**config.mk**
```make
export PLATFORM = sky130hd
export DESIGN_NAME = mips_debug_unit
export DESIGN_NICKNAME = d
export VERILOG_FILES = /design/src/rtl/du_pkg.sv /design/src/rtl/du_word_serializer.sv /design/src/rtl/mips_debug_unit.sv
export SDC_FILE = /design/constraint.sdc
export NUM_CORES = 1
export LEC_CHECK = 0
export CORE_MARGIN = 2
export CORE_UTILIZATION = 44
export DETAILED_ROUTE_END_ITERATION = 6
export GPL_TIMING_DRIVEN = 0
export PLACE_DENSITY = 0.82
export SYNTH_ARGS = -nofsm -noshare
export SYNTH_HDL_FRONTEND = slang
export SYNTH_SLANG_ARGS = --single-unit
```
**constraint.sdc**
```tcl
create_clock -name clk -period 2.35 [get_ports clk]
set_clock_uncertainty 0.15 [all_clocks]
set_input_delay 0.235 -clock clk [delete_from_list [all_inputs] [get_ports clk]]
set_output_delay 0.235 -clock clk [all_outputs]
set_load 0.02 [all_outputs]
```
**src/rtl/du_pkg.sv**
```systemverilog
// du_pkg: shared definitions for the MIPS debug unit.
//   - Command byte constants accepted from the UART receiver.
//   - FSM state enum and dump-section enum.
//   - Register-file size, bytes per word, and a frame-length helper.
package du_pkg;

  localparam logic [7:0] CMD_RUN  = 8'h63;  // 'c'
  localparam logic [7:0] CMD_STEP = 8'h73;  // 's'
  localparam logic [7:0] CMD_DUMP = 8'h64;  // 'd'

  localparam int REG_COUNT      = 32;
  localparam int BYTES_PER_WORD = 4;

  typedef enum logic [2:0] {
    IDLE,
    RUN,
    STEP,
    DUMP_ADDR,
    DUMP_SETTLE,
    DUMP_LATCH,
    TX_BYTE
  } du_state_e;

  // Which part of the frame the current word belongs to.
  // SEC_BODY covers registers followed by memory words.
  typedef enum logic [1:0] {
    SEC_PC,
    SEC_CNT,
    SEC_BODY
  } du_section_e;

  // Number of 32-bit words in one dump frame.
  function automatic int frame_words(input int mem_words, input bit with_count);
    return 1 + (with_count ? 1 : 0) + REG_COUNT + mem_words;
  endfunction

endpackage

```
**src/rtl/du_word_serializer.sv**
```systemverilog
// du_word_serializer: turns one 32-bit word into a 4-byte valid/ready
// stream, most significant byte first.
// Ports:
//   clk, reset     clock, asynchronous active-high reset
//   load           one-cycle strobe, captures load_data
//   load_data      32-bit word to send
//   tx_ready       downstream accepts the current byte
//   tx_valid       byte available on tx_data (registered)
//   tx_data        current byte, taken straight from the shift register
//   done           high in the cycle the 4th byte is accepted
module du_word_serializer
  import du_pkg::*;
(
  input  logic        clk,
  input  logic        reset,
  input  logic        load,
  input  logic [31:0] load_data,
  input  logic        tx_ready,
  output logic        tx_valid,
  output logic [7:0]  tx_data,
  output logic        done
);

  logic [31:0] shift_reg;
  logic [1:0]  byte_cnt;
  logic        last_byte;

  assign last_byte = (byte_cnt == 2'(BYTES_PER_WORD - 1));
  assign done      = tx_valid & tx_ready & last_byte;

  // The top byte of the shift register is the byte on the wire; shifting
  // in zeros leaves tx_data at 0 once the word has gone out.
  assign tx_data = shift_reg[31:24];

  always_ff @(posedge clk or posedge reset) begin
    if (reset) begin
      shift_reg <= 32'h0;
      byte_cnt  <= 2'd0;
      tx_valid  <= 1'b0;
    end else if (load) begin
      shift_reg <= load_data;
      byte_cnt  <= 2'd0;
      tx_valid  <= 1'b1;
    end else if (tx_valid && tx_ready) begin
      shift_reg <= {shift_reg[23:0], 8'h00};
      if (last_byte) begin
        byte_cnt <= 2'd0;
        tx_valid <= 1'b0;
      end else begin
        byte_cnt <= byte_cnt + 2'd1;
      end
    end
  end

endmodule

```
**src/rtl/mips_debug_unit.sv**
```systemverilog
// mips_debug_unit: command-driven debug controller for the pipelined MIPS core.
// Accepts 'c' (run until halt), 's' (single step) and 'd' (dump) from a UART
// receiver, gates the core clock enable, then streams a dump frame of
// PC, [cycle count], registers 0..31 and MEM_DUMP_WORDS memory words,
// each word MSB first, to a UART transmitter.
// Optional feature: define DEBUG_CYCLE_COUNT_EN to add a 32-bit count of
// enabled core cycles as the second frame word.
// Ports:
//   clk, reset            clock, asynchronous active-high reset
//   rx_valid, rx_data     received command byte strobe
//   tx_valid, tx_data,
//   tx_ready              byte stream to the transmitter
//   mips_ena              core clock enable
//   mips_halted, mips_pc  core halt flag and current PC
//   du_areg, du_rd_reg    register-file debug address and select
//   du_amem, du_rd_mem    data-memory debug byte address and select
//   reg_data, mem_data    debug read data from the core
//   busy                  high whenever the FSM is not in IDLE
module mips_debug_unit
  import du_pkg::*;
#(
  parameter int MEM_DUMP_WORDS = 32,
  parameter int MEM_ADDR_STEP  = 4
) (
  input  logic        clk,
  input  logic        reset,
  input  logic        rx_valid,
  input  logic [7:0]  rx_data,
  output logic        tx_valid,
  output logic [7:0]  tx_data,
  input  logic        tx_ready,
  output logic        mips_ena,
  input  logic        mips_halted,
  input  logic [31:0] mips_pc,
  output logic [4:0]  du_areg,
  output logic        du_rd_reg,
  output logic [31:0] du_amem,
  output logic        du_rd_mem,
  input  logic [31:0] reg_data,
  input  logic [31:0] mem_data,
  output logic        busy
);

  localparam int BODY_WORDS = REG_COUNT + MEM_DUMP_WORDS;
  localparam int IDX_W      = $clog2(BODY_WORDS);
  localparam logic [IDX_W-1:0] LAST_IDX = IDX_W'(BODY_WORDS - 1);
  localparam logic [IDX_W-1:0] REG_LAST = IDX_W'(REG_COUNT - 1);

  du_state_e   state;
  du_section_e section;
  logic [IDX_W-1:0] word_idx;  // index into registers then memory words
  logic        load;
  logic [31:0] load_data;
  logic        word_done;
  logic [31:0] mem_offset;

  assign load       = (state == DUMP_LATCH);
  assign mem_offset = 32'(word_idx) - 32'(REG_COUNT);

`ifdef DEBUG_CYCLE_COUNT_EN
  logic [31:0] cycle_count;

  // Counts cycles the core actually ran; wraps naturally, cleared only by reset.
  always_ff @(posedge clk or posedge reset) begin
    if (reset) begin
      cycle_count <= 32'h0;
    end else if (mips_ena) begin
      cycle_count <= cycle_count + 32'h1;
    end
  end
`endif

  // The body section reads whichever port the registered select points at.
  always_comb begin
    load_data = mips_pc;
    case (section)
      SEC_CNT: begin
`ifdef DEBUG_CYCLE_COUNT_EN
        load_data = cycle_count;
`else
        load_data = 32'h0;
`endif
      end
      SEC_BODY: load_data = du_rd_reg ? reg_data : mem_data;
      default:  load_data = mips_pc;
    endcase
  end

  du_word_serializer u_serializer (
    .clk       (clk),
    .reset     (reset),
    .load      (load),
    .load_data (load_data),
    .tx_ready  (tx_ready),
    .tx_valid  (tx_valid),
    .tx_data   (tx_data),
    .done      (word_done)
  );

  // Debug address/select stay put through the whole word, including its
  // four bytes, and are only changed by the next DUMP_ADDR or frame end.
  always_ff @(posedge clk or posedge reset) begin
    if (reset) begin
      state     <= IDLE;
      section   <= SEC_PC;
      word_idx  <= '0;
      mips_ena  <= 1'b0;
      busy      <= 1'b0;
      du_areg   <= 5'd0;
      du_rd_reg <= 1'b0;
      du_amem   <= 32'h0;
      du_rd_mem <= 1'b0;
    end else begin
      case (state)
        IDLE: begin
          if (rx_valid) begin
            case (rx_data)
              CMD_RUN: begin
                state    <= RUN;
                busy     <= 1'b1;
                mips_ena <= ~mips_halted;
              end
              CMD_STEP: begin
                state    <= STEP;
                busy     <= 1'b1;
                mips_ena <= ~mips_halted;
              end
              CMD_DUMP: begin
                state    <= DUMP_ADDR;
                busy     <= 1'b1;
                section  <= SEC_PC;
                word_idx <= '0;
              end
              default: ;
            endcase
          end
        end

        RUN: begin
          if (mips_halted) begin
            mips_ena <= 1'b0;
            state    <= DUMP_ADDR;
          end else begin
            mips_ena <= 1'b1;
          end
        end

        STEP: begin
          mips_ena <= 1'b0;
          state    <= DUMP_ADDR;
        end

        DUMP_ADDR: begin
          du_areg   <= 5'd0;
          du_rd_reg <= 1'b0;
          du_amem   <= 32'h0;
          du_rd_mem <= 1'b0;
          if (section == SEC_BODY) begin
            if (word_idx <= REG_LAST) begin
              du_rd_reg <= 1'b1;
              du_areg   <= word_idx[4:0];
            end else begin
              du_rd_mem <= 1'b1;
              du_amem   <= mem_offset * 32'(MEM_ADDR_STEP);
            end
          end
          state <= DUMP_SETTLE;
        end

        DUMP_SETTLE: state <= DUMP_LATCH;

        DUMP_LATCH: state <= TX_BYTE;

        TX_BYTE: begin
          if (word_done) begin
            if (section == SEC_BODY && word_idx == LAST_IDX) begin
              state     <= IDLE;
              busy      <= 1'b0;
              section   <= SEC_PC;
              word_idx  <= '0;
              du_areg   <= 5'd0;
              du_rd_reg <= 1'b0;
              du_amem   <= 32'h0;
              du_rd_mem <= 1'b0;
            end else begin
              state <= DUMP_ADDR;
              case (section)
                SEC_PC: begin
`ifdef DEBUG_CYCLE_COUNT_EN
                  section <= SEC_CNT;
`else
                  section <= SEC_BODY;
`endif
                end
                SEC_CNT: section  <= SEC_BODY;
                default: word_idx <= word_idx + IDX_W'(1);
              endcase
            end
          end
        end

        default: state <= IDLE;
      endcase
    end
  end

endmodule

```
; ---- Word level (Yosys, flattened, before mapping)
; Cells that the tools add are included.
[word_totals]
reg_bits = 87
input_bits = 109
output_inout_bits = 50
wordCells = 114
[op_classes]
n_addsub = 3
order_cmp = 1
eq_ne = 23
n_mux = 53
bitwise_logic = 3
reduce_logical = 19
[ops]
columns = cell, count
row1 = 32-bit 2-to-1 mux, 7
row2 = 32-bit one-hot mux with 2 select lines, 2
row3 = 6-bit 2-to-1 mux, 5
row4 = 8-bit by 7-bit == test with 1-bit output (second input constant), 3
row5 = 3-bit one-hot mux with 7 select lines, 1
row6 = 5-bit 2-to-1 mux, 4
row7 = 2-bit 2-to-1 mux, 9
row8 = 5-bit AND reduction, 3
row9 = 1-bit 2-to-1 mux, 14
row10 = 6-bit one-hot mux with 2 select lines, 1
row11 = 2-bit != test (second input constant), 5
row12 = 5-bit one-hot mux with 2 select lines, 1
row13 = 3-bit == test (second input constant), 3
row14 = 3-bit 2-to-1 mux, 3
row15 = 3-bit one-hot mux with 3 select lines, 1
row16 = 2-bit nonzero test, 4
row17 = 6-bit by 6-bit subtractor with 7-bit output (second input constant), 1
row18 = 6-bit by 1-bit adder with 6-bit output (second input constant), 1
row19 = 3-bit by 2-bit == test with 1-bit output (second input constant), 2
row20 = 6-bit == test (second input constant), 1
row21 = 6-bit by 5-bit less-or-equal comparator with 1-bit output (second input constant), 1
row22 = 3-bit != test (second input constant), 2
row23 = 1-bit one-hot mux with 2 select lines, 3
row24 = 3-bit AND reduction, 2
row25 = other kinds (18), 23

; ---- Longest topological paths before layout
; Gate-level depths: netlist of the first run.
[logic_depth]
depth_word = 6
ltp_mapped = 6
ltp_nobuf = 5

; ---- By module
; From an unflattened synthesis of the first run, not the netlist that was laid out.
[hier_totals]
cells_unflattened = 456
hier_area_um2 = 4232.8
[modules_own_cells]
columns = module, n_inst, cells_each, area_per_inst_um2, seq_area_each_um2
row1 = mips_debug_unit, 1, 262, 2183.3, 625.6
row2 = du_word_serializer, 1, 194, 2049.5, 875.8

; ---- Least setup slack after synthesis of the first run
; No wires, ideal clock.
[synth_timing]
kind = reg2reg
start = register u_serializer.byte_cnt[0]
end = register du_rd_mem
setup_ns = 0.125
arrival_ns = 1.425
t_required_ns = 2.075
slack_ns = 0.650
stages_incl_launch_ff = 6
n_path_buf = 0
synth_period_minus_slack_ns = 1.700
path_cell_list = dfrtp_1 ha_1 and3_2 nand2_2 o22a_4 mux2_2
[synth_between]
elab_chain_len = 4
[synth_rtl]
columns = item, line
row1 = from (decl), du_word_serializer.sv:25  ; logic [1:0] byte_cnt;
row2 = from (signal assigned), du_word_serializer.sv:50  ; byte_cnt <= byte_cnt + 2'd1;
row3 = 2-bit == test, du_word_serializer.sv:28  ; assign last_byte = (byte_cnt == 2'(BYTES_PER_WORD - 1));
row4 = 1-bit bitwise AND, du_word_serializer.sv:29  ; assign done = tx_valid & tx_ready & last_byte;
row5 = 2-bit by 1-bit != test with 1-bit output (no line), --
row6 = 3-bit AND reduction (no line), --
row7 = to (signal assigned), mips_debug_unit.sv:112  ; du_rd_mem <= 1'b0;
row8 = to (signal assigned), mips_debug_unit.sv:157  ; du_rd_mem <= 1'b0;
row9 = to (signal assigned), mips_debug_unit.sv:163  ; du_rd_mem <= 1'b1;
row10 = to (decl), mips_debug_unit.sv:38  ; output logic du_rd_mem,
; Every way passes these cells.
; A chain may end at the register's enable or synchronous reset.

; ---- Worst setup path after layout of the first run
[layout_timing]
start = register du_rd_reg
end = register u_serializer.shift_reg[15]
[layout_between]
elab_chain_len = 3
[layout_rtl]
columns = item, line
row1 = from (decl), mips_debug_unit.sv:36  ; output logic du_rd_reg,
row2 = from (signal assigned), mips_debug_unit.sv:110  ; du_rd_reg <= 1'b0;
row3 = from (signal assigned), mips_debug_unit.sv:155  ; du_rd_reg <= 1'b0;
row4 = from (signal assigned), mips_debug_unit.sv:160  ; du_rd_reg <= 1'b1;
row5 = 32-bit 2-to-1 mux, mips_debug_unit.sv:84  ; SEC_BODY: load_data = du_rd_reg ? reg_data : mem_data;
row6 = 32-bit one-hot mux with 2 select lines, mips_debug_unit.sv:76  ; case (section)
row7 = 32-bit 2-to-1 mux, du_word_serializer.sv:40  ; end else if (load) begin
row8 = to (signal assigned), du_word_serializer.sv:41  ; shift_reg <= load_data;
row9 = to (signal assigned), du_word_serializer.sv:45  ; shift_reg <= {shift_reg[23:0], 8'h00};
row10 = to (decl), du_word_serializer.sv:24  ; logic [31:0] shift_reg;
; Every way passes these cells.

==> flow_metrics.tcl, run 1 <==
set metrics [dict create \
    ff2ff_setup_slack_ns 0.20 \
    total_switching_power_mw 2.059 \
    setup.worst_path.end_class "register" \
    cellLeakagePower_nw 2.601 \
    antenna_found_initial 0 \
    clock_buffers_created_by_tritoncts 9 \
    clock_pin_transition_on_the_worst_setup_and_hold_timing_paths_ns 0.06 \
    avgSynthCellArea_sq_um 9.071 \
    max_cap_violations 0 \
    cp_common_cell "sky130_fd_sc_hd__a21oi_1" \
    rows 34 \
    critical_path.slowest_cell "sky130_fd_sc_hd__clkbuf_1" \
    comb_power_share_pct 50.0 \
    timing.setup.critical_path_class "reg2reg" \
    yosysWarnings 0 \
    cp_slowest_stage_delay_ns 0.47 \
    power_per_cell_area_nw_per_um2 923.4 \
    crit_arrival_ns 2.18 \
    cts.sink_count 60 \
    worst-endpoint-required_ns 2.38 \
    grt_first_pass_wirelength_um 17390 \
    power_report.internal_total_mw 3.269 \
    routed_wl_um 10660 \
    netlist_instances 424 \
    clock_insertion_delay_worst_skew_ns 0.33 \
    detail_route.first_pass.iterations 4 \
    layout.nets 704 \
    die-height_um 97.50 \
    top_level_ports 159 \
    critical_path.startpoint_type "register" \
    ff2ff_path_depth 6 \
    post_drt_wl_per_cell_um 15.11 \
    largest_register_ffs 32 \
    clockPowerShare_pct 17.8 \
    final_min_period_over_clock_period_pct 91.28 \
    final.fill_count 687 \
    cts_tree "done" \
    port-buffer-count 156 \
    cts_root_buf "sky130_fd_sc_hd__clkbuf_8" \
    ys_types 52 \
    initialDrtViolationCount 200 \
    timing.rr.start "du_rd_reg" \
    dp.final_hpwl_um 8387 \
    drive_gt1_share_pct 12.73 \
    period_needed_ns 2.145 \
    clock.fmax_ghz 0.4662 \
    setup_slack_ns 0.2048 \
    first_global_vias 3636 \
    route.detailed.drc 0 \
    antennaDiodeCount 0 \
    final_hold_viol_count 0 \
    die_width_um 97.50 \
    gr_ovfl_total 0 \
    grt_util_all_layers_pct 22.47 \
    worst_pin_slew_ns 0.7536 \
    setup_viol_count_final 0 \
    grt_setup_unrepaired "false" \
    synth_enable_flop_cells 0 \
    finalHoldWorstSlack_ns 0.1254 \
    post_drt_via_cell_ratio 5.221 \
    ctsLongestPathBuffers 2 \
    asr_flop_ratio_synth_pct 100.0 \
    post_synth_main_area_contributors "sky130_fd_sc_hd__dfrtp_1 (39%), sky130_fd_sc_hd__mux2i_1 (17%), sky130_fd_sc_hd__buf_4 (7.4%), sky130_fd_sc_hd__a21oi_1 (6.6%), sky130_fd_sc_hd__nor2_1 (4.9%)" \
    ys_seq_elements 60 \
    cp_cell_sequence "clkbuf_1 -> buf_2 -> mux2i_1 -> a21oi_1 -> nor2_1 -> a21oi_1" \
    number_of_buffers_inserted_by_hold_repair_at_cts 0 \
    swShare_pct 38.64 \
    area_growth_syn_to_layout_pct 50.03 \
    status "finished clean" \
    timing.slew.headroom_pct 49.65 \
    number_of_vias_after_detailed_routing 3681 \
    reg2reg_to "u_serializer.shift_reg[15]" \
    maxSlewViolCount 0 \
    antenna_violating_nets_post_route 0 \
    worst_hold_path_type "in2async" \
    ctsHtreeMaxLevel 3 \
    fraction_of_synthesized_cell_area_taken_by_the_top_area_cell_type_pct 39.04 \
    floorplan.initialDensity_pct 44.76 \
    ys.flop_type "sky130_fd_sc_hd__dfrtp_1" \
    worst-path-max-fanout 10 \
    finalWeightedCongestion 0.8641 \
    pin_count_of_the_biggest_net_entering_global_routing 39 \
    dpl_worst_slack_ns 0.1596 \
    core_sq_um 8593 \
    seq_power_share_pct 32.2 \
    synth_area_sq_um 3846 \
    synth-seq-area-share_pct 39.04 \
    share_of_the_core_filled_with_cells_in_the_final_layout_pct 67.15 \
    netlist.top_cell.by_area "sky130_fd_sc_hd__dfrtp_1" \
    count_of_non_filler_cells_in_the_finished_layout 705 \
    max-vdd-ir-drop_v 0.0003995 \
    dp.cells 690 \
    design.die.area_sq_um 9505 \
]
==> kinds of logic (layout without fill, tap and decap cells) <==
family	count (synthesis)	after routing	share of synthesized area, %
simple gates	122	122	15.48
compound gates	95	95	14.61
buf+inv	74	246	11.81
mux	70	70	18.31
flops	60	60	39.04
fa+ha+maj	2	2	0.6505
other cells	1	2	0.09750
==> cells in the final DEF, fill, tap and decap left out, types with 2 or more instances in the layout <==
| cell type | synthesis | final |
|---|---|---|
| sky130_fd_sc_hd__nor2_1 | 50 | 50 |
| sky130_fd_sc_hd__buf_6 | 2 | 2 |
| sky130_fd_sc_hd__mux2_2 | 2 | 2 |
| sky130_fd_sc_hd__a21oi_1 | 51 | 51 |
| sky130_fd_sc_hd__and3_1 | 2 | 2 |
| sky130_fd_sc_hd__o211ai_1 | 2 | 2 |
| sky130_fd_sc_hd__conb_1 | 1 | 2 |
| sky130_fd_sc_hd__nand3_1 | 19 | 19 |
| sky130_fd_sc_hd__o31ai_1 | 2 | 2 |
| sky130_fd_sc_hd__nand4_1 | 2 | 2 |
| sky130_fd_sc_hd__inv_1 | 12 | 11 |
| sky130_fd_sc_hd__nor3_1 | 4 | 4 |
| sky130_fd_sc_hd__clkdlybuf4s50_1 | 0 | 156 |
| sky130_fd_sc_hd__o21ai_0 | 20 | 20 |
| sky130_fd_sc_hd__buf_4 | 38 | 38 |
| sky130_fd_sc_hd__a21o_1 | 2 | 2 |
| sky130_fd_sc_hd__and2_1 | 2 | 2 |
| sky130_fd_sc_hd__clkbuf_8 | 0 | 12 |
| sky130_fd_sc_hd__o311ai_0 | 3 | 3 |
| sky130_fd_sc_hd__buf_2 | 6 | 6 |
| sky130_fd_sc_hd__nand2_1 | 28 | 28 |
| sky130_fd_sc_hd__o41ai_1 | 2 | 2 |
| sky130_fd_sc_hd__ha_1 | 2 | 2 |
| sky130_fd_sc_hd__o21a_1 | 2 | 2 |
| sky130_fd_sc_hd__nor3b_1 | 2 | 2 |
| sky130_fd_sc_hd__and3b_1 | 2 | 2 |
| sky130_fd_sc_hd__dfrtp_1 | 60 | 59 |
| sky130_fd_sc_hd__mux2i_1 | 67 | 67 |
| sky130_fd_sc_hd__buf_1 | 4 | 4 |
| sky130_fd_sc_hd__clkbuf_1 | 11 | 13 |
==> worst max-delay path: cells and delay by family (launching register included) <==
kind                   cells  cell delay [ns]
buffers and inverters      2             0.92
DFF                        1             0.36
AOI/OAI and AO/OA          2             0.15
and+or+nand+nor            1             0.13
muxes                      1             0.29
==> how the worst max path moves through the flow <==
| stage | to | slack, ns | depth (start not counted) | from |
|---|---|---|---|---|
| CTS | u_serializer.shift_reg[15] | 0.17 | 6 | du_rd_reg |
| finish | u_serializer.shift_reg[15] | 0.20 | 6 | du_rd_reg |
| global placement | u_serializer.shift_reg[4] | -0.55 | 2 | reset |
| global route | u_serializer.shift_reg[11] | 0.11 | 6 | section[1] |
| detailed placement | word_idx[5] | 0.16 | 5 | rx_data[0] |
| floorplan | busy | 0.48 | 1 | reset |
==> cells in the mapped netlist, types with 3 or more instances <==
cell type / count
sky130_fd_sc_hd__inv_1: 12
sky130_fd_sc_hd__o311ai_0: 3
sky130_fd_sc_hd__nand3_1: 19
sky130_fd_sc_hd__a21oi_1: 51
sky130_fd_sc_hd__nor3_1: 4
sky130_fd_sc_hd__nor2_1: 50
sky130_fd_sc_hd__buf_4: 38
sky130_fd_sc_hd__o21ai_0: 20
sky130_fd_sc_hd__nand2_1: 28
sky130_fd_sc_hd__clkbuf_1: 11
sky130_fd_sc_hd__buf_2: 6
sky130_fd_sc_hd__mux2i_1: 67
sky130_fd_sc_hd__dfrtp_1: 60
sky130_fd_sc_hd__buf_1: 4
==> power by group through the flow <==
stage	Clock, mW	Combinational, mW	Sequential [mW]
after floorplan	0	1.80	1.68
after global placement	0	2.57	1.70
after detailed placement	0	2.66	1.72
after CTS	0.953	2.68	1.71
after global routing	1.01	2.93	1.76
final	0.947	2.67	1.72
==> metrics by stage <==
| step | instance area, sq um | power [mW] | TNS, ns |
|---|---|---|---|
| after global routing | 5771 | 5.698 | 0 |
| after CTS | 5771 | 5.341 | 0 |
| after global placement | 5547 | 4.270 | -32.78 |
| after floorplan | 3850 | 3.479 | 0 |
| after detailed placement | 5567 | 4.383 | 0 |
| final | 5771 | 5.328 | 0 |
==> repair_timing <==
| item | 4_1_cts | 5_1_grt |
|---|---|---|
| setup buffers | 0 | 0 |
| setup endpoints to repair | 6 | 0 |
| resized for setup | 1 | 0 |
==> metal layers <==
metal | up-vias | part of all wire (%) | GRT usage (%)
li1 | 1795 | - | -
met1 | 1738 | 41 | 28.32
met2 | 137 | 52 | 39.58
met3 | 11 | 5.8 | 3.237
met4 | 0 | 1.4 | 7.372
met5 | - | 0 | 0
==> area by class of cell <==
type	count	area (sq um)	area share [%]
buffer	62	409.1	7.090
clock buffer	14	172.7	2.992
clock inverter	1	30.03	0.5204
inverter	12	45.04	0.7806
multi-input combinational	291	1894	32.83
sequential	60	1503	26.04
tap	108	135.1	2.342
timing repair buffer	157	1582	27.41
(Power assumes the default switching activity.)
==> run 2: changes to the inputs <==
- GPL_TIMING_DRIVEN: 0 -> not set
==> run 2 against run 1 <==
  * Hold slack worse by 0.055 ns
  * First-iteration DRC count is 2.5% lower
  * Sequential power is 3% higher
  * Power is 2.7% lower
  * Combinational power is 11% lower
  * Critical path type is now reg2out
==> flow_metrics.tcl, run 2 (synthesized netlist as in run 1, its figures left out) <==
set metrics [dict create \
    most-common-layout-cells "sky130_fd_sc_hd__clkdlybuf4s50_1 (156), sky130_fd_sc_hd__mux2i_1 (67), sky130_fd_sc_hd__dfrtp_1 (57), sky130_fd_sc_hd__a21oi_1 (51), sky130_fd_sc_hd__nor2_1 (50)" \
    gr_ovfl_total 0 \
    final_hold_viol_count 0 \
    rows 34 \
    clock.fmax_ghz 0.4895 \
    placed_cell_area_sq_um 5275 \
    die_width_um 97.50 \
    clockPowerShare_pct 19.7 \
    antennaDiodeCount 0 \
    cp_cell_sequence "buf_12 -> clkdlybuf4s50_1" \
    first_global_vias 3319 \
    seq_power_share_pct 34.4 \
    critical_path.slowest_cell "sky130_fd_sc_hd__clkdlybuf4s50_1" \
    ctsHtreeMaxLevel 3 \
    power_per_cell_area_nw_per_um2 944.5 \
    cts_root_buf "sky130_fd_sc_hd__clkbuf_8" \
    drive_gt1_share_pct 7.735 \
    crit_arrival_ns 1.66 \
    floorplan.initialDensity_pct 44.76 \
    totalNegativeSetupSlack_ns 0 \
    worst-path-max-fanout 31 \
    total_switching_power_mw 1.964 \
    comb_power_share_pct 45.9 \
    max-vdd-ir-drop_v 0.0004912 \
    swShare_pct 37.86 \
    status "finished clean" \
    layout_commonest_cell "sky130_fd_sc_hd__clkdlybuf4s50_1" \
    antenna_violating_nets_post_route 0 \
    dp.final_hpwl_um 7322 \
    top_level_ports 159 \
    timing.setup.critical_path_class "reg2out" \
    grt_util_all_layers_pct 20.01 \
    setup_slack_ns 0.3071 \
    grt_first_pass_wirelength_um 15650 \
    critical_path.startpoint_type "register" \
    cellLeakagePower_nw 2.401 \
    number_of_buffers_inserted_by_hold_repair_at_cts 0 \
    pin_count_of_the_biggest_net_entering_global_routing 66 \
    dpl_worst_slack_ns 0.1628 \
    grt_setup_unrepaired "false" \
    design.die.area_sq_um 9505 \
    post_drt_wl_per_cell_um 14.67 \
    post_drt_via_cell_ratio 5.281 \
    maxSlewViolCount 0 \
    number_of_vias_after_detailed_routing 3438 \
    clock_buffers_created_by_tritoncts 9 \
    antenna_found_initial 0 \
    worst-endpoint-required_ns 1.97 \
    stdcell_area_sq_um 5492 \
    port-buffer-count 156 \
    clock_pin_transition_on_the_worst_setup_and_hold_timing_paths_ns 0.07 \
    period_needed_ns 2.043 \
    cts_tree "done" \
    cts.sink_count 60 \
    die-height_um 97.50 \
    worst_hold_path_type "in2async" \
    power_report.internal_total_mw 3.223 \
    max_cap_violations 0 \
    setup_viol_count_final 0 \
    clock_insertion_delay_worst_skew_ns 0.33 \
    core_sq_um 8593 \
    area_growth_syn_to_layout_pct 42.78 \
    cp_slowest_stage_delay_ns 0.65 \
    setup.worst_path.end_class "output pin" \
    finalWeightedCongestion 0.8685 \
    ctsLongestPathBuffers 2 \
    routed_wl_um 9553 \
    initialDrtViolationCount 195 \
    route.detailed.drc 0 \
    final_min_period_over_clock_period_pct 86.93 \
    layout.nets 650 \
    largest_register_ffs 32 \
    detail_route.first_pass.iterations 5 \
]
[run 2: changes by cell type in the layout (fill, tap and decap cells not counted), sizes merged]
cell	previous run	this run
clkbuf	25	11
buf	52	9
bufinv	1	2
clkinv	0	2
[run 2: final cells by class]
| type | instances | area (sq um) |
|---|---|---|
| repair buffers | 165 | 1692 |
| well taps | 108 | 135.1 |
| fillers | 702 | 3102 |
| clock buffers | 11 | 141.4 |
| inverters | 12 | 45.04 |
| flip-flops and latches | 60 | 1505 |
| multi-input cells | 291 | 1899 |
| clock inverters | 4 | 73.82 |
[run 2: timing repair]
action                     in CTS  in global routing
resized for setup               0                  1
setup endpoints to repair       0                 17
buffers inserted                0                  0
[run 2: routing by layer]
| metal | up-vias | track usage [%] | routed length (um) |
|---|---|---|---|
| met3 | 11 | 3.309 | 476 |
| li1 | 1697 | - | - |
| met5 | - | 0 | 0 |
| met1 | 1616 | 26.40 | 4203 |
| met2 | 114 | 33.00 | 4726 |
| met4 | 0 | 7.692 | 146 |
[run 2: worst max-delay path, delay by kind of cell, from the launching register on]
| family | cells | cell delay, ns |
|---|---|---|
| buffers and inverters | 2 | 0.88 |
| flip-flops | 1 | 0.43 |
[run 2: metrics by stage]
stage	hold slack (ns)	util, %	power [mW]	instances
global route	0.1329	63.91	5.535	651
finish	0.07067	63.91	5.187	651
floorplan	0.1791	-	3.479	425
detailed placement	0.3412	61.39	4.196	636
CTS	0.08173	63.89	5.229	651
global placement	0.3380	61.39	4.111	636
[run 2: final timing paths]
path	startpoint	end	slack, ns	cells after the start
min in group clk	u_serializer.shift_reg[2]	u_serializer.shift_reg[2]	0.35	2
setup reg to reg	state[1]	du_rd_reg	0.33	4
hold reg to reg	u_serializer.shift_reg[2]	u_serializer.shift_reg[2]	0.35	2
setup / recovery	du_rd_reg	du_rd_reg	0.31	2
hold / removal	reset	word_idx[2]	0.07	2
max in group asynchronous	reset	du_amem[30]	1.45	3
[run 2: power by group through the flow]
stage          Sequential [mW]  Clock (mW)  Combinational [mW]
3_3_place_gp              1.78           0                2.33
3_5_place_dp              1.80           0                2.40
5_1_grt                   1.84        1.08                2.61
4_1_cts                   1.78        1.04                2.41
2_1_floorplan             1.68           0                1.80
6_report                  1.78        1.02                2.38
==> run 3: changes to the inputs <==
- CORE_UTILIZATION: 44 -> 39
- PLACE_DENSITY: 0.82 -> 0.77
- clock period: 2.35 -> 1.8 ns (I/O delays scaled with it)
==> run 3 against run 2 <==
  * First-iteration DRC count fell by 35%
  * Non-clock buffer count up 26
  * Critical path depth unchanged
  * Via count is 2.8% higher
  * Sequential share of layout area is 0.79 points lower
  * Flip-flop and latch count unchanged
  * Largest cell class unchanged
==> flow_metrics.tcl, run 3 (synthesized netlist as in run 1, its figures left out) <==
set metrics [dict create \
    max_cap_violations 0 \
    rows 36 \
    initialDrtViolationCount 126 \
    ctsHtreeMaxLevel 3 \
    clock_buffers_created_by_tritoncts 9 \
    antennaDiodeCount 0 \
    globalRoute.busiestLayer "met2" \
    placed_cell_area_sq_um 5505 \
    top_level_ports 159 \
    timing.rr.start "u_serializer.byte_cnt[0]" \
    post_cts.repair.setup_buffers 0 \
    critical_path.startpoint_type "register" \
    dp.final_hpwl_um 7763 \
    timing.setup.critical_path_class "reg2out" \
    area_growth_syn_to_layout_pct 47.04 \
    route.detailed.drc 0 \
    power_report.internal_total_mw 4.135 \
    layout_commonest_cell "sky130_fd_sc_hd__clkdlybuf4s50_1" \
    worst_hold_path_type "in2async" \
    clock_insertion_delay_worst_skew_ns 0.33 \
    final_hold_viol_count 0 \
    totalNegativeSetupSlack_ns 0 \
    routed_wl_um 9860 \
    number_of_vias_after_detailed_routing 3534 \
    reg2reg_to "du_areg[4]" \
    ctsLongestPathBuffers 2 \
    cp_cell_sequence "buf_4 -> clkdlybuf4s50_1" \
    grtUsageMet1_pct 23.03 \
    port-buffer-count 156 \
    worst-path-max-fanout 4 \
    setup.worst_path.end_class "output pin" \
    worst_path_dominant_cell_family "buffers and inverters" \
    drive_gt1_share_pct 12.30 \
    comb_power_share_pct 50.1 \
    clockPowerShare_pct 16.0 \
    report.power.total_mw 6.754 \
    seq_power_share_pct 33.9 \
    grt_util_all_layers_pct 19.02 \
    final_min_period_over_clock_period_pct 96.52 \
    layout.nets 676 \
    die-height_um 103.3 \
    detail_route.first_pass.iterations 4 \
    core_sq_um 9684 \
    endpoint "tx_valid" \
    finalHoldWorstSlack_ns 0.1359 \
    cts_tree "done" \
    swShare_pct 38.78 \
    maxSlewViolCount 0 \
    crit_start "u_serializer.tx_valid" \
    clock.fmax_ghz 0.5756 \
    crit_arrival_ns 1.41 \
    finalWeightedCongestion 0.9320 \
    cellLeakagePower_nw 2.620 \
    grt_setup_unrepaired "false" \
    grt_util_met3_pct 3.091 \
    cts_root_buf "sky130_fd_sc_hd__clkbuf_8" \
    cp_slowest_stage_delay_ns 0.60 \
    antenna_violating_nets_post_route 0 \
    worst-endpoint-required_ns 1.47 \
    ff2ff_path_depth 6 \
    clock_pin_transition_on_the_worst_setup_and_hold_timing_paths_ns 0.07 \
    share_of_the_core_filled_with_cells_in_the_final_layout_pct 58.40 \
    largest_register_ffs 32 \
    max-vdd-ir-drop_v 0.0004839 \
    total_switching_power_mw 2.619 \
    first_global_vias 3477 \
    worstPathBufferInverterCount 2 \
    global_route.usage.met2_pct 34.62 \
    post_drt_wl_per_cell_um 14.05 \
    pin_count_of_the_biggest_net_entering_global_routing 61 \
    post_drt_via_cell_ratio 5.034 \
    gr_ovfl_total 0 \
    cts.sink_count 60 \
    grt_first_pass_wirelength_um 15690 \
    floorplan.initialDensity_pct 39.72 \
    most-common-layout-cells "sky130_fd_sc_hd__clkdlybuf4s50_1 (130), sky130_fd_sc_hd__mux2i_1 (67), sky130_fd_sc_hd__dfrtp_1 (57), sky130_fd_sc_hd__a21oi_1 (51), sky130_fd_sc_hd__nor2_1 (50)" \
    design.die.area_sq_um 10670 \
    power_per_cell_area_nw_per_um2 1194 \
    stdcell_area_sq_um 5655 \
    period_needed_ns 1.737 \
    antenna_found_initial 0 \
    status "finished clean" \
    setup_viol_count_final 0 \
    ff2ff_setup_slack_ns 0.12 \
    worst-path-stages 2 \
    critical_path.slowest_cell "sky130_fd_sc_hd__clkdlybuf4s50_1" \
    die_width_um 103.3 \
]
run 3: cell count changes in the layout (fill, tap and decap cells not counted), sizes merged:
cell	previous run	this run
buf	9	35
inv	12	11
clkinvlp	0	3
clkdlybuf4s50	156	130
dlygate4sd2	0	26
bufinv	2	0
run 3: final cells by class:
cell class | count | area (sq um)
clock buffer | 11 | 151.4
clock inverter | 4 | 25.02
fill | 869 | 4029
inverter | 12 | 48.80
multi-input combinational | 291 | 1904
sequential | 60 | 1505
tap | 133 | 166.4
timing repair buffer | 191 | 1854
run 3: power by group through the flow:
stage / logic (mW) / registers, mW / clock network [mW]
2_1_floorplan: 2.35 / 2.19 / 0
3_3_place_gp: 3.32 / 2.29 / 0
3_5_place_dp: 3.42 / 2.31 / 0
4_1_cts: 3.42 / 2.29 / 1.11
5_1_grt: 3.75 / 2.37 / 1.17
6_report: 3.38 / 2.29 / 1.08
run 3: stage by stage:
step	setup slack (ns)	cells
floorplan	0.09984	425
global placement	-0.03430	687
detailed placement	-0.04330	687
CTS	0.03715	702
global route	0.001758	702
finish	0.06267	702
run 3: worst min-delay path: stages:
cell and delay [ns]:
sky130_fd_sc_hd__clkdlybuf4s50_1 0.44, sky130_fd_sc_hd__clkinvlp_4 0.10, sky130_fd_sc_hd__buf_12 0.29
run 3: worst min-delay path by stage:
stage	endpoint	from	slack (ns)	cells after the start
6_report	u_serializer.shift_reg[9]	reset	0.14	3
5_1_grt	u_serializer.shift_reg[17]	reset	0.16	3
4_1_cts	u_serializer.shift_reg[9]	reset	0.13	3
3_5_place_dp	du_rd_mem	du_rd_mem	0.35	1
3_3_place_gp	du_rd_mem	du_rd_mem	0.34	1
2_1_floorplan	mips_ena	mips_halted	0.12	1
run 3: repair_timing:
item	CTS	global route
hold buffers	0	0
resized for setup	26	2
pin swaps	0	0
endpoints found under the setup margin	26	8
gates cloned	0	0
run 3: per-layer routing:
metal / part of all wire (%) / wire length, um / vias up
met5: 0 / 0 / -
met4: 1.1 / 111 / 0
met3: 7.6 / 746 / 10
met2: 51 / 5039 / 131
met1: 40 / 3963 / 1650
li1: - / - / 1743
